File: src/rtl/bam_mac_accumulator.sv
// Sums ACC_LEN unsigned BAM products into one dot-product partial sum.
// The result is presented through a one-deep registered valid/ready output.
module bam_mac_accumulator #(
    parameter int DW      = 8,
    parameter int WW      = 8,
    parameter int ACC_LEN = 16,
    localparam int PW     = DW + WW,
    localparam int CW     = (ACC_LEN > 1) ? $clog2(ACC_LEN) : 1,
    localparam int AW     = PW + CW
) (
    input  logic          clk,
    input  logic          rst,
    input  logic          clr,
    input  logic          in_valid,
    output logic          in_ready,
    input  logic [PW-1:0] in_prod,
    output logic          out_valid,
    input  logic          out_ready,
    output logic [AW-1:0] out_sum,
    output logic [CW-1:0] part_cnt
);

    logic [AW-1:0] r_acc;
    logic [CW-1:0] r_cnt;
    logic          r_valid;
    logic [AW-1:0] r_sum;

    logic          w_is_last;
    logic          w_first;
    logic          w_acc_fire;
    logic          w_out_fire;
    logic [AW-1:0] w_sum;

    assign w_is_last  = (r_cnt == CW'(ACC_LEN - 1));
    assign w_first    = (r_cnt == '0);
    // Only the closing product waits on a held result; partial sums keep flowing.
    assign in_ready   = !clr && !(w_is_last && r_valid && !out_ready);
    assign w_acc_fire = in_valid && in_ready;
    assign w_out_fire = r_valid && out_ready;
    assign w_sum      = w_first ? AW'(in_prod) : (r_acc + AW'(in_prod));

    always_ff @(posedge clk) begin
        if (rst) begin
            r_acc <= '0;
            r_cnt <= '0;
        end else if (clr) begin
            r_acc <= '0;
            r_cnt <= '0;
        end else if (w_acc_fire) begin
            if (w_is_last) begin
                r_cnt <= '0;
            end else begin
                r_acc <= w_sum;
                r_cnt <= r_cnt + CW'(1);
            end
        end
    end

    // A closing accept in the same cycle as a drain reloads without a bubble.
    always_ff @(posedge clk) begin
        if (rst) begin
            r_valid <= 1'b0;
            r_sum   <= '0;
        end else if (w_acc_fire && w_is_last) begin
            r_valid <= 1'b1;
            r_sum   <= w_sum;
        end else if (w_out_fire) begin
            r_valid <= 1'b0;
        end
    end

    assign out_valid = r_valid;
    assign out_sum   = r_sum;
    assign part_cnt  = r_cnt;

endmodule

File: config.mk
export PLATFORM = sky130hd
export DESIGN_NAME = bam_mac_accumulator
export DESIGN_NICKNAME = d
export VERILOG_FILES = /design/src/rtl/bam_mac_accumulator.sv
export SDC_FILE = /design/constraint.sdc
export NUM_CORES = 1
export LEC_CHECK = 0
export CAP_MARGIN = 10
export CELL_PAD_IN_SITES_DETAIL_PLACEMENT = 0
export CELL_PAD_IN_SITES_GLOBAL_PLACEMENT = 1
export CORE_MARGIN = 4
export CORE_UTILIZATION = 40
export DETAILED_ROUTE_END_ITERATION = 6
export HOLD_SLACK_MARGIN = 0.15
export PLACE_DENSITY_LB_ADDON = 0.2
export SYNTH_ARGS = -nofsm -noshare
export SYNTH_HDL_FRONTEND = slang
export SYNTH_SLANG_ARGS = --single-unit
File: constraint.sdc
create_clock -name clk -period 4.1 [get_ports clk]
set_input_delay 0.82 -clock clk [delete_from_list [all_inputs] [get_ports clk]]
set_output_delay 0.82 -clock clk [all_outputs]
set_load 0.01 [all_outputs]
==> results.toml <==
[global_routing]
antenna_found_initial = 0
grt_start_max_net_pins = 30
grt_pass1_wl_mm = 12.7
grt_pass1_vias = 2566
track_usage_pct = 18.0
gr-total-overflow = 0

[sta]
finalSetupViolCount = 0
hold_viol = 0
rsz0062_at_grt = "false"
fmax_mhz = 302
timing.final.crit_share_pct = 80.7
period_minus_slack_ns = 3.31
slew_viol_final = 0
worst_slew_pin_slew_ns = 0.789
slew_headroom_pct = 47.2
finalSetupTns_ns = 0
finClkSkew_ns = 0.00830

[synth]
yosys.area.top_type_share_pct = 30.7
ys_ff_latch = 45
synth_edf_count = 0
synth_top_family_by_area = "compound AO/OA/AOI/OAI gates"
syn_nets = 408
syn_inst = 368
synthAdderAreaFrac_pct = 8.34
yosysSeqAreaShare_pct = 30.7
yosys_warnings = 0
synth.avg_cell_area_um2 = 7.99
yosys-top-cells-area = "dfxtp_1 (31%), ha_1 (7.7%), nor2_1 (5.5%)"
synth_ff_type = "dfxtp_1"
ys_types = 55
synth_xor_area_share_pct = 3.87
yosys.area_share.simple_pct = 23.2
synth-compound-area-share_pct = 25.8
muxShareOfSynthArea_pct = 2.04
yosysTopAreaCell = "dfxtp_1"
syn_area_mm2 = 0.00294
postSynth.asyncResetShare_pct = 0

[critical_path]
reg2reg_slack_ns = 1.45
critPathLaunchType = "primary input"
critPathMaxFanout = 7
reg2reg_depth = 9
path_class = "primary input to flop"
end_kind = "flop"
worstPathRequired_ns = 4.33
arrival_ns = 3.53
reg2reg_from = "r_acc[0]"
worstReg2RegEnd = "r_acc[18]"

[final_layout]
area_growth_pct = 20.0
antennaDiodeCount = 0
fin_cells = 498
nets = 441
drive_above_1_share_pct = 6.72

[floorplanning]
dieArea_mm2 = 0.00878
die_w_um = 93.7
num_rows = 30
fp.dieH_um = 93.7
pin_count = 47
core-area_mm2 = 0.00698
start_util_pct = 42.1

[clock_tree]
clock_path_buffers = 2
numCtsBuffers = 5
cts_max_level = 2
post-cts-setup-buffers = 0
clkLatencyLatePin_ns = 0.30
cts_resized = 0
clkTransAtPathRegs_ns = 0.09
cts_tree = "built"
cts_root_buffer = "clkbuf_8"
clock_sinks = 45
hold_buffers = 0

[min_path]
min_path_type = "flop to flop"
hp-start = "out_sum[18]"
hold_end = "out_sum[18]"
holdPathStages = 2

[route]
ant_nets = 0
drc = 0
wl_mm = 7.90
wl_per_cell_um = 15.9
dr_total_vias = 2765
dr.pass1.iters = 4
initialDrtViolationCount = 159
viasPerCell = 5.55

[pwr]
power_mw = 0.972
ir_worst_vdd_v = 0.000114
leakagePower_nw = 1.31
cellPowerDensity_mw_per_mm2 = 275

[job]
maxCapViolCount = 0

[place]
gp_congestion = 0.887
place_hpwl_mm = 5.81
portBuffers = 46
placed_cells = 490

[status]
status = "completed"
sequential cells by signal, summed over array words and instances (netlist names):
register / cells
r_acc: 20
part_cnt: 4
out_valid: 1
out_sum: 20
per-stage QoR:
stage / utilization, % / worst slack [ns] / instance area [µm²] / hold slack [ns]
after floorplan: - / 1.15 / 2940 / 0.459
after global placement: 48.8 / 0.590 / 3410 / 0.442
after detailed placement: 48.8 / 0.522 / 3410 / 0.453
after CTS: 50.5 / 0.826 / 3530 / 0.473
after global routing: 50.5 / 0.703 / 3530 / 0.516
final: 50.5 / 0.792 / 3530 / 0.475
routing by layer:
layer / vias to the layer above / GRT usage, % / routed length (µm)
met3: 2 / 3.13 / 448
met4: 0 / 4.57 / 32
met5: - / 0 / 0
met1: 1282 / 26.0 / 3910
li1: 1407 / - / -
met2: 74 / 27.7 / 3510
cell usage after synthesis, types with 2 or more instances:
cell type	instances
mux2i_1	6
and2_2	3
o221ai_1	2
xnor2_1	10
o21ai_0	18
o211ai_1	7
dfxtp_1	45
a211o_1	2
xor2_1	3
a21oi_1	32
nand2b_1	2
ha_1	18
nand4_1	6
nand3_1	12
nand3b_1	3
nor2b_1	3
clkbuf_1	10
a31oi_1	11
or3_1	2
a21o_1	8
nor2_1	43
a22o_1	2
and2_1	2
o21a_1	2
buf_2	4
buf_4	4
nor3_1	10
nand2_1	36
a211oi_1	20
nor3b_1	3
buf_6	4
and3_1	4
inv_1	9
power breakdown:
| group | total [mW] | switching [mW] | internal, mW |
|---|---|---|---|
| sequential | 0.446 | 0.00333 | 0.442 |
| clock | 0.361 | 0.162 | 0.198 |
| combinational | 0.165 | 0.0975 | 0.0677 |
area by class of cell:
| cell class | instances | area [µm²] |
|---|---|---|
| Inverter | 9 | 33.8 |
| Timing Repair Buffer | 49 | 483 |
| Fill cell | 693 | 3450 |
| Multi-Input combinational cell | 291 | 1870 |
| Sequential cell | 45 | 901 |
| Tap cell | 96 | 120 |
| Clock buffer | 6 | 82.6 |
| Clock inverter | 2 | 37.5 |
worst max-delay path: stages:
cell	delay (ns)
clkdlybuf4s50_1	0.48
ha_1	0.21
inv_1	0.07
fa_1	0.37
and2b_2	0.28
o31ai_4	0.07
a211o_1	0.28
and3_1	0.25
or4_1	0.53
a31oi_1	0.16
cells in the final DEF, fill, tap and decap left out, types with 3 or more instances in the layout:
cell type,Yosys,routed
a211oi_1,20,20
xnor2_1,10,10
a21oi_1,32,32
and2_2,3,3
ha_1,18,18
xor2_1,3,3
nand2_1,36,36
nor2_1,43,43
dfxtp_1,45,45
nand3_1,12,12
buf_4,4,3
nand4_1,6,6
clkdlybuf4s50_1,0,46
nand3b_1,3,3
nor2b_1,3,3
and3_1,4,4
inv_1,9,9
mux2i_1,6,6
nor3_1,10,9
o211ai_1,7,7
o21ai_0,18,18
a21o_1,8,8
clkbuf_8,0,6
a31oi_1,11,11
cell families after synthesis:
kind of cell | count (synthesis)
and+or+nand+nor | 139
DFF | 45
xor gates and xnor gates | 13
muxes | 6
AOI/OAI and AO/OA | 114
buffers and inverters | 32
adders and majority gates | 19
how the worst max path moves through the flow:
stage | start | slack, ns | to | cells past startpoint
6_report | in_prod[0] | 0.79 | r_acc[18] | 10
5_1_grt | in_prod[0] | 0.70 | r_acc[18] | 10
4_1_cts | in_prod[0] | 0.83 | r_acc[18] | 10
3_5_place_dp | in_prod[0] | 0.52 | r_acc[18] | 10
3_3_place_gp | in_prod[0] | 0.59 | r_acc[18] | 10
2_1_floorplan | in_prod[0] | 1.15 | r_acc[18] | 10
Note: power is estimated with default switching activity, not from simulation.
